### config.mk
export PLATFORM = sky130hd
export DESIGN_NAME = approx_mul_pipe_flat
export DESIGN_NICKNAME = d
export VERILOG_FILES = /design/src/rtl/approx_mul_pipe_if.sv /design/src/rtl/approx_mul_pipe.sv /design/src/flat_wrapper.sv
export SDC_FILE = /design/constraint.sdc
export NUM_CORES = 1
export LEC_CHECK = 0
export CORE_MARGIN = 2
export CORE_UTILIZATION = 35
export CTS_BUF_LIST = sky130_fd_sc_hd__clkbuf_4
export DETAILED_ROUTE_END_ITERATION = 6
export SKIP_CTS_REPAIR_TIMING = 1
export SLEW_MARGIN = 20
export SYNTH_ARGS = -nofsm -noshare
export SYNTH_HDL_FRONTEND = slang
export SYNTH_SLANG_ARGS = --single-unit
### constraint.sdc
create_clock -name clk -period 5.45 [get_ports clk]
set_clock_uncertainty 0.1 [all_clocks]
set_input_delay 0.8175 -clock clk [delete_from_list [all_inputs] [get_ports clk]]
set_output_delay 0.8175 -clock clk [all_outputs]
set_load 0.01 [all_outputs]
### src/rtl/approx_mul_pipe_if.sv
// Streaming operand/result handshake bundle for approx_mul_pipe.
interface approx_mul_pipe_if #(
  parameter int unsigned W = 8
);
  logic           i_valid;
  logic           i_ready;
  logic [W-1:0]   i_a;
  logic [W-1:0]   i_b;
  logic [1:0]     i_mode;
  logic           o_valid;
  logic           o_ready;
  logic [2*W-1:0] o_p;
  logic [1:0]     o_mode;

  // Upstream/downstream environment side.
  modport master (
    output i_valid, i_a, i_b, i_mode, o_ready,
    input  i_ready, o_valid, o_p, o_mode
  );

  // Multiplier side.
  modport slave (
    input  i_valid, i_a, i_b, i_mode, o_ready,
    output i_ready, o_valid, o_p, o_mode
  );
endinterface

### src/rtl/approx_mul_pipe.sv
// Pipelined unsigned W x W multiplier with exact / truncated / compensated
// modes and on-line delivered-count and absolute-error statistics.
module approx_mul_pipe #(
  parameter int unsigned W       = 8,
  parameter int unsigned TRUNC_K = 4,
  parameter int unsigned STAGES  = 2,
  parameter int unsigned ACC_W   = 32
) (
  input  logic               clk,
  input  logic               rst_n,
  approx_mul_pipe_if.slave   bus,
  input  logic               clr_stats,
  output logic [ACC_W-1:0]   stat_cnt,
  output logic [ACC_W-1:0]   stat_err
);

  localparam int unsigned PW  = 2 * W;
  localparam int unsigned CSH = (TRUNC_K >= 1) ? TRUNC_K - 1 : 0;
  localparam int unsigned SW  = ((ACC_W > PW) ? ACC_W : PW) + 1;

  // Keeps only partial-product columns at or above TRUNC_K.
  localparam logic [PW-1:0] TMASK = ~((PW'(1) << TRUNC_K) - PW'(1));
  localparam logic [PW-1:0] COMP  = (TRUNC_K >= 1) ? (PW'(1) << CSH) : '0;
  localparam logic [SW-1:0] SAT   = (SW'(1) << ACC_W) - SW'(1);

  logic [PW-1:0] exact_c;
  logic [PW-1:0] trunc_c;
  logic [PW-1:0] approx_c;
  logic          stall_c;
  logic          deliver_c;
  logic [PW-1:0] err_c;
  logic [SW-1:0] sum_c;

  logic          v_q    [STAGES];
  logic          v_d    [STAGES];
  logic [PW-1:0] p_q    [STAGES];
  logic [PW-1:0] p_d    [STAGES];
  logic [PW-1:0] x_q    [STAGES];
  logic [PW-1:0] x_d    [STAGES];
  logic [1:0]    mode_q [STAGES];
  logic [1:0]    mode_d [STAGES];

  logic [ACC_W-1:0] cnt_q, cnt_d;
  logic [ACC_W-1:0] err_q, err_d;

  // Exact and column-truncated products of the incoming beat; each shifted
  // row is masked so only its bits in retained columns contribute.
  always_comb begin
    exact_c = PW'(bus.i_a) * PW'(bus.i_b);
    trunc_c = '0;
    for (int i = 0; i < W; i++) begin
      if (bus.i_a[i]) begin
        trunc_c = trunc_c + ((PW'(bus.i_b) << i) & TMASK);
      end
    end
    case (bus.i_mode)
      2'd1:    approx_c = trunc_c;
      2'd2:    approx_c = trunc_c + COMP;
      default: approx_c = exact_c;
    endcase
  end

  // Whole pipe freezes (bubbles included) while the output is held.
  assign stall_c     = v_q[STAGES-1] && !bus.o_ready;
  assign deliver_c   = v_q[STAGES-1] && bus.o_ready;
  assign bus.i_ready = !stall_c;
  assign bus.o_valid = v_q[STAGES-1];
  assign bus.o_p     = p_q[STAGES-1];
  assign bus.o_mode  = mode_q[STAGES-1];

  // Next pipeline contents: shift one stage when not stalled, else hold.
  always_comb begin
    v_d    = v_q;
    p_d    = p_q;
    x_d    = x_q;
    mode_d = mode_q;
    if (!stall_c) begin
      v_d[0]    = bus.i_valid;
      p_d[0]    = approx_c;
      x_d[0]    = exact_c;
      mode_d[0] = bus.i_mode;
      for (int s = 1; s < STAGES; s++) begin
        v_d[s]    = v_q[s-1];
        p_d[s]    = p_q[s-1];
        x_d[s]    = x_q[s-1];
        mode_d[s] = mode_q[s-1];
      end
    end
  end

  // Pipeline registers.
  always_ff @(posedge clk or negedge rst_n) begin
    if (!rst_n) begin
      for (int s = 0; s < STAGES; s++) begin
        v_q[s]    <= 1'b0;
        p_q[s]    <= '0;
        x_q[s]    <= '0;
        mode_q[s] <= 2'd0;
      end
    end else begin
      v_q    <= v_d;
      p_q    <= p_d;
      x_q    <= x_d;
      mode_q <= mode_d;
    end
  end

  // Absolute error of the result at the output; compensation may overshoot.
  always_comb begin
    if (x_q[STAGES-1] >= p_q[STAGES-1]) begin
      err_c = x_q[STAGES-1] - p_q[STAGES-1];
    end else begin
      err_c = p_q[STAGES-1] - x_q[STAGES-1];
    end
  end

  // Statistics update: clear wins over a same-cycle delivery.
  always_comb begin
    cnt_d = cnt_q;
    err_d = err_q;
    sum_c = SW'(err_q) + SW'(err_c);
    if (clr_stats) begin
      cnt_d = '0;
      err_d = '0;
    end else if (deliver_c) begin
      cnt_d = cnt_q + ACC_W'(1);
      err_d = (sum_c > SAT) ? '1 : ACC_W'(sum_c);
    end
  end

  // Statistics registers.
  always_ff @(posedge clk or negedge rst_n) begin
    if (!rst_n) begin
      cnt_q <= '0;
      err_q <= '0;
    end else begin
      cnt_q <= cnt_d;
      err_q <= err_d;
    end
  end

  assign stat_cnt = cnt_q;
  assign stat_err = err_q;

endmodule

### src/flat_wrapper.sv
// flat-port wrapper written by rule: the top's interface ports become plain ports
module approx_mul_pipe_flat 
#(
  parameter int unsigned W       = 8,
  parameter int unsigned TRUNC_K = 4,
  parameter int unsigned STAGES  = 2,
  parameter int unsigned ACC_W   = 32
)
  (clk, rst_n, clr_stats, stat_cnt, stat_err, bus_i_valid, bus_i_a, bus_i_b, bus_i_mode, bus_o_ready, bus_i_ready, bus_o_valid, bus_o_p, bus_o_mode);
  approx_mul_pipe_if #(.W(W)) bus_i ();
  input  logic clk;
  input  logic rst_n;
  input  logic clr_stats;
  output logic [ACC_W-1:0] stat_cnt;
  output logic [ACC_W-1:0] stat_err;
  input wire logic [$bits(bus_i.i_valid)-1:0] bus_i_valid;
  input wire logic [$bits(bus_i.i_a)-1:0] bus_i_a;
  input wire logic [$bits(bus_i.i_b)-1:0] bus_i_b;
  input wire logic [$bits(bus_i.i_mode)-1:0] bus_i_mode;
  input wire logic [$bits(bus_i.o_ready)-1:0] bus_o_ready;
  output wire logic [$bits(bus_i.i_ready)-1:0] bus_i_ready;
  output wire logic [$bits(bus_i.o_valid)-1:0] bus_o_valid;
  output wire logic [$bits(bus_i.o_p)-1:0] bus_o_p;
  output wire logic [$bits(bus_i.o_mode)-1:0] bus_o_mode;
  assign bus_i.i_valid = bus_i_valid;
  assign bus_i.i_a = bus_i_a;
  assign bus_i.i_b = bus_i_b;
  assign bus_i.i_mode = bus_i_mode;
  assign bus_i.o_ready = bus_o_ready;
  assign bus_i_ready = bus_i.i_ready;
  assign bus_o_valid = bus_i.o_valid;
  assign bus_o_p = bus_i.o_p;
  assign bus_o_mode = bus_i.o_mode;
  approx_mul_pipe #(.W(W), .TRUNC_K(TRUNC_K), .STAGES(STAGES), .ACC_W(ACC_W)) u_core (.clk(clk), .rst_n(rst_n), .bus(bus_i), .clr_stats(clr_stats), .stat_cnt(stat_cnt), .stat_err(stat_err));
endmodule
==> run_results.csv, run 1 <==
group,metric,value,unit
synthesis,syn_area,13000,µm²
grt,grt_pass1_vias,11609,
grt,top_usage_layer,"met2",
die,die_area,38800,µm²
worst_setup_path,cp_common_cell,"ha_4",
pwr,pwr-share-comb,77.1,%
synthesis,synth_seq_cells,134,
grt,grtUsageMet3,1.88,%
clocking,cts_buffer_depth,2,
drt,route.detailed.drc,0,
cells_and_area,fillers,3553,
hold_path,holdCritPathClass,"primary input to async pin",
sta,fin_crit,8230,ps
synthesis,ys_async_sr_fraction,100,%
sta,rsz0062_at_grt,"yes",
drt,via_per_inst,5.23,
run_status,status,"complete, but fails checks",
grt,grt_max_degree,90,
place,post_dp_cell_area,16000,µm²
clocking,cts_buffers,17,
die,core,36700,µm²
sta,setup_viol_count_final,10,
die,die_y,197,µm
synthesis,synth_edf_count,0,
clocking,cts_tree,"built",
pwr,clkPwrFrac,8.0,%
clocking,htreeDepth,4,
pwr,p_leak,7.87,nW
worst_setup_path,cp_slowest_stage_delay,370,ps
die,io_pins,107,
drt,finalWirelength,37000,µm
grt,grt_pass1_wl,59300,µm
grt,antenna_found_initial,2,
cells_and_area,final_area,17100,µm²
worst_setup_path,reg2reg_depth,21,
drt,drtAntennaViolNets,0,
worst_setup_path,ff2ff_setup_slack,240,ps
pwr,power_density,549,nW/µm²
sta,slew_headroom,43.5,%
drt,wl_per_cell,16.1,µm
synthesis,synth-seq-area-share,25.7,%
run_status,violations,"setup timing",
grt,grt_overflow,0,
drt,vias,11976,
die,rows,70,
grt,grt_use_met1,24.1,%
flow_run,maxCapViolations,0,
cells_and_area,nNetsFinal,2011,
grt,grtUsageMet2,33.3,%
synthesis,yosysWarnings,0,
sta,drv_slew,0,
synthesis,syn_inst,1560,
worst_setup_path,arrival,8560,ps
cells_and_area,ff_latch_area,3350,µm²
clocking,clk_pin_slew,130,ps
clocking,insertion_delay,560,ps
synthesis,ys_types,91,
worst_setup_path,crit_type,"primary input to flop",
place,gp_congestion,0.869,
drt,drtPass1Iterations,5,
die,initial_core_util,35.5,%
clocking,cts_num_sinks,134,
synthesis,synth_nets,1762,
cells_and_area,area_growth_syn_to_layout,30.9,%
pwr,worst_ir_drop_vdd,0.310,mV
sta,post-route-period-util,151,%
sta,whs,182,ps
worst_setup_path,crit_required,5780,ps
pwr,p_sw,4.41,mW
cells_and_area,drive_above_1_share,22.0,%
synthesis,synth.avg_cell_area,8.36,µm²
place,numPortBuffers,106,
pwr,p_int,4.96,mW
sta,setup_slack,-2780,ps
cells_and_area,multi_input_area,9630,µm²
sta,worst_pin_slew,848,ps
synthesis,synth-main-ff-cell,"dfrtp_1",
die,die_x,197,µm
pwr,swShare,47.1,%
worst_setup_path,critPathLaunchType,"primary input",
worst_setup_path,cp-end-kind,"flop",
pwr,sequentialPowerShare,14.9,%
drt,drt_iter0_drc,638,
clocking,cts-root-buf,"clkbuf_4",
sta,fmax,122,MHz
worst_setup_path,cp_max_fo,4,
worst_setup_path,worst_path_max_delay_cell,"a311o_1",
sta,final-hold-violation-count,0,
place,dp_hpwl,28300,µm
grt,track_usage,18.7,%
registers in the layout, summed over array words and instances, names as in the netlist:
| signal | cells |
|---|---|
| u_core.mode_q | 2 |
| u_core.x_q | 32 |
| u_core.stat_err | 32 |
| u_core.stat_cnt | 32 |
| u_core.p_q | 16 |
| u_core.bus.o_mode | 2 |
| u_core.bus.o_valid | 1 |
| u_core.bus.o_p | 16 |
| u_core.v_q | 1 |
final timing paths:
kind | start | endpoint
min in group clk | u_core.bus.o_mode[0]$_DFFE_PN0N_ | u_core.bus.o_mode[0]$_DFFE_PN0N_
max in group asynchronous | rst_n | u_core.stat_cnt[17]$_DFFE_PN0P_
hold / removal | rst_n | u_core.stat_err[2]$_DFFE_PN0P_
hold reg to reg | u_core.bus.o_mode[0]$_DFFE_PN0N_ | u_core.bus.o_mode[0]$_DFFE_PN0N_
setup / recovery | bus_i_a[0] | u_core.p_q[30]$_DFFE_PN0N_
setup reg to reg | u_core.x_q[0]$_DFFE_PN0N_ | u_core.stat_err[18]$_DFFE_PN0P_
critical path: cells and delay by family:
kind                       cells  cell delay, ps
AOI/OAI and AO/OA             18            3460
xor gates and xnor gates       3             350
adders and majority gates      7            1700
buffers and inverters          4             370
muxes                          2             580
and+or+nand+nor                9            1260
placed cells by master, fill, tap and decap left out, types with 7 or more instances in the layout:
cell type / n
o21a_1: 16
nor2b_1: 16
nor3_1: 24
nor3_2: 8
xnor2_1: 34
buf_4: 200
and2_1: 35
mux2i_1: 11
o211ai_1: 10
o21ai_2: 12
nand3_1: 22
o21ai_1: 8
a21o_1: 32
xor2_1: 45
mux2_2: 9
a21oi_1: 81
ha_1: 111
a211oi_1: 7
a21oi_2: 7
clkdlybuf4s50_1: 98
buf_6: 10
and3_1: 15
inv_1: 135
ha_4: 21
nand4_1: 14
clkbuf_4: 18
a311oi_1: 21
fa_1: 44
nand2b_1: 9
dfrtp_1: 134
or3_1: 11
nor2_1: 121
o21ai_0: 79
a31oi_1: 15
or2_2: 7
o21bai_1: 7
nand2_1: 197
cell families (layout without fill, tap and decap cells):
family	after synthesis	count (layout)	share of synthesized area (%)
and+or+nand+nor	530	530	19.1
AOI/OAI and AO/OA	386	386	20.6
buffers and inverters	224	485	7.19
adders and majority gates	179	179	19.8
DFF	134	134	25.7
xor gates and xnor gates	82	82	5.51
muxes	25	25	2.16
other	0	2	0
per-stage QoR:
stage / power [mW] / instances / utilization (%) / setup WS, ps / setup TNS (ps)
floorplan: 6.33 / 1560 / - / -2910 / -19710
global placement: 8.09 / 2238 / 43.5 / -3660 / -31850
detailed placement: 8.22 / 2238 / 43.5 / -3950 / -34380
CTS: 9.01 / 2269 / 44.4 / -3380 / -25970
global route: 10.2 / 2291 / 46.5 / -3050 / -23010
finish: 9.37 / 2291 / 46.5 / -2780 / -20200
layout make-up:
type | instances | share of cell area [%]
Timing Repair Buffer | 314 | 15.5
Tap cell | 468 | 3.43
Clock buffer | 18 | 0.791
Antenna cell | 2 | 0.0293
Sequential cell | 134 | 19.6
Clock inverter | 13 | 1.07
Multi-Input combinational cell | 1202 | 56.4
Inverter | 140 | 3.09
metal layers:
metal | vias to the layer above | routed length [µm]
met1 | 5787 | 17000
met4 | 0 | 730
met3 | 47 | 996
li1 | 5924 | -
met5 | - | 0
met2 | 218 | 18300
synthesized netlist by cell type (all sizes together) (9+ instances only):
master	count	share of area, %
a211oi	9	0.52
nand2	202	5.8
a21oi	93	3.7
a21o	32	1.8
clkbuf	54	1.6
ha	134	13
a2111oi	10	1.0
a221oi	10	0.81
nand2b	9	0.43
buf	30	1.6
a311oi	23	1.7
o21a	17	1.0
xor2	45	3.0
inv	139	4.0
a31oi	17	0.93
and2	39	1.9
mux2	12	1.1
o211ai	12	0.83
or3	11	0.53
nand3	23	0.88
fa	45	6.9
nand4	14	0.67
o21ai	100	3.9
dfrtp	134	26
nor2	128	3.7
nor3	33	1.4
nor2b	19	0.91
and3	16	0.77
mux2i	13	1.1
xnor2	37	2.5
or2	10	0.48
power by group through the flow:
stage	registers [mW]	logic, mW	clock network, mW
2_1_floorplan	1.38	4.95	0
3_3_place_gp	1.41	6.68	0
3_5_place_dp	1.42	6.79	0
4_1_cts	1.40	6.83	0.780
5_1_grt	1.43	7.96	0.818
6_report	1.40	7.22	0.754
(Power assumes the default switching activity.)
==> inputs of run 2 (changes only) <==
- CORE_UTILIZATION: 35 -> 50
- PLACE_DENSITY: not set -> 0.7
==> run 2 against run 1 <==
  * The run still ends with setup timing left
  * Sequential share of layout area about the same
  * Utilization increased by 19 points
  * Non-clock buffer count increased by 3
  * Clock power decreased by 10%
  * Via count increased by 1.7%
  * Die area decreased by 29%
  * Register-to-register slack improved by 40 ps
  * Cell count decreased by 5.7%
  * Global-route usage increased by 7.2 points
  * Design area decreased by 0.18%
  * Highest routed layer unchanged
==> run_results.csv, run 2 (synthesized netlist as in run 1, its figures left out) <==
group,metric,value,unit
run_status,status,"complete, but fails checks",
run_status,violations,"setup timing",
worst_setup_path,reg2reg_depth,22,
worst_setup_path,ff2ff_setup_slack,280,ps
drt,drtAntennaViolNets,0,
clocking,cts-root-buf,"clkbuf_4",
grt,grt_overflow,0,
worst_setup_path,arrival,8660,ps
sta,drv_slew,0,
clocking,htreeDepth,4,
sta,slew_headroom,39.2,%
worst_setup_path,cp_max_fo,4,
flow_run,maxCapViolations,0,
sta,rsz0062_at_grt,"yes",
place,numPortBuffers,106,
drt,vias,12184,
drt,drt_iter0_drc,738,
clocking,cts_buffers,17,
grt,track_usage,25.9,%
place,placed_cells,2102,
grt,grt_pass1_wl,56900,µm
sta,post-route-period-util,152,%
die,core,25800,µm²
drt,finalWirelength,36300,µm
drt,route.detailed.drc,0,
cells_and_area,ff_latch_area,3350,µm²
cells_and_area,utilization,66.0,%
place,gp_congestion,0.957,
clocking,insertion_delay,570,ps
sta,final-hold-violation-count,0,
grt,antenna_found_initial,1,
die,initial_core_util,50.5,%
worst_setup_path,r2r-start,"u_core.x_q[0]$_DFFE_PN0N_",
sta,setup_slack,-2820,ps
die,die_area,27400,µm²
grt,grt_max_degree,90,
hold_path,holdCritPathClass,"primary input to async pin",
cells_and_area,area_growth_syn_to_layout,30.7,%
sta,worst_pin_slew,908,ps
clocking,cts_buffer_depth,2,
worst_setup_path,cp-end-kind,"flop",
cells_and_area,fillers,2122,
clocking,cts_tree,"built",
clocking,cts_num_sinks,134,
cells_and_area,layout_commonest_cell,"buf_4",
pwr,p_leak,7.89,nW
die,die_x,166,µm
worst_setup_path,r2r_end,"u_core.stat_err[9]$_DFFE_PN0P_",
drt,drtPass1Iterations,6,
clocking,clk_pin_slew,140,ps
worst_setup_path,cp_slowest_stage_delay,550,ps
sta,fin_crit,8270,ps
die,die_y,166,µm
place,dp_hpwl,27800,µm
cells_and_area,layout_common_cells,"198 x buf_4, 190 x nand2_1, 134 x dfrtp_1",
die,io_pins,107,
pwr,worst_ir_drop_vdd,0.662,mV
cells_and_area,layout.cells.non_filler,2161,
cells_and_area,drive_above_1_share,24.0,%
drt,via_per_inst,5.64,
grt,grt_pass1_vias,11793,
worst_setup_path,cp_common_cell,"ha_4",
sta,fmax,121,MHz
cells_and_area,nNetsFinal,2014,
die,rows,59,
drt,wl_per_cell,16.8,µm
sta,setup_viol_count_final,10,
worst_setup_path,crit_required,5840,ps
cells_and_area,multi_input_area,9740,µm²
worst_setup_path,crit_type,"primary input to flop",
worst_setup_path,worst_path_max_delay_cell,"or4_4",
worst_setup_path,critPathLaunchType,"primary input",
pwr,power_density,558,nW/µm²
-- run 2: how the worst max path moves through the flow --
stage | start | to | slack [ps] | cells past startpoint
6_report | bus_i_b[5] | u_core.p_q[30]$_DFFE_PN0N_ | -2820 | 42
5_1_grt | bus_i_b[5] | u_core.p_q[30]$_DFFE_PN0N_ | -3060 | 48
4_1_cts | bus_i_a[0] | u_core.p_q[30]$_DFFE_PN0N_ | -3430 | 44
3_5_place_dp | bus_i_a[0] | u_core.p_q[30]$_DFFE_PN0N_ | -4010 | 44
3_3_place_gp | bus_i_a[0] | u_core.p_q[30]$_DFFE_PN0N_ | -3700 | 42
2_1_floorplan | bus_i_a[0] | u_core.p_q[30]$_DFFE_PN0N_ | -2910 | 42
-- run 2: worst max-delay path: cells and delay by family --
kind            cells  cell delay [ps]
fa+ha+maj           7             1740
buf+inv             2              330
simple gates        7             1310
compound gates     22             3790
xor+xnor            4              650
-- run 2: where the power goes --
group          leakage (nW)  switching (mW)  total [mW]  internal [mW]
Sequential             1.75           0.173        1.40           1.23
Combinational          6.00            3.97        7.44           3.48
Clock                 0.149           0.432       0.678          0.246
-- run 2: final cells by class --
| class | instances | area share, % |
|---|---|---|
| Antenna cell | 1 | 0.0147 |
| Clock buffer | 17 | 0.749 |
| Clock inverter | 15 | 0.961 |
| Inverter | 140 | 3.10 |
| Multi-Input combinational cell | 1202 | 57.1 |
| Sequential cell | 134 | 19.7 |
| Tap cell | 335 | 2.46 |
| Timing Repair Buffer | 317 | 15.9 |
-- run 2: per-layer routing --
| layer | routed length [µm] | global-route usage, % |
|---|---|---|
| met2 | 18900 | 47.3 |
| met5 | 0 | 0 |
| met3 | 1230 | 2.95 |
| met4 | 1190 | 10.5 |
| met1 | 15000 | 30.8 |
-- run 2: stage by stage --
step | setup WS [ps] | TNS [ps] | cell area (µm²) | total power [mW] | hold slack [ps]
global placement | -3700 | -31750 | 15800 | 8.06 | 341
finish | -2820 | -20120 | 17000 | 9.52 | 167
floorplan | -2910 | -19710 | 13300 | 6.33 | 330
detailed placement | -4010 | -34400 | 15800 | 8.21 | 356
global route | -3060 | -22910 | 17000 | 10.3 | 203
CTS | -3430 | -25770 | 16100 | 8.92 | 184
==> inputs of run 3 (changes only) <==
- ABC_CLOCK_PERIOD_IN_PS: not set -> 5450
==> results of run 3 <==
The final DEF is identical to that of run 2; final timing and power are the same.
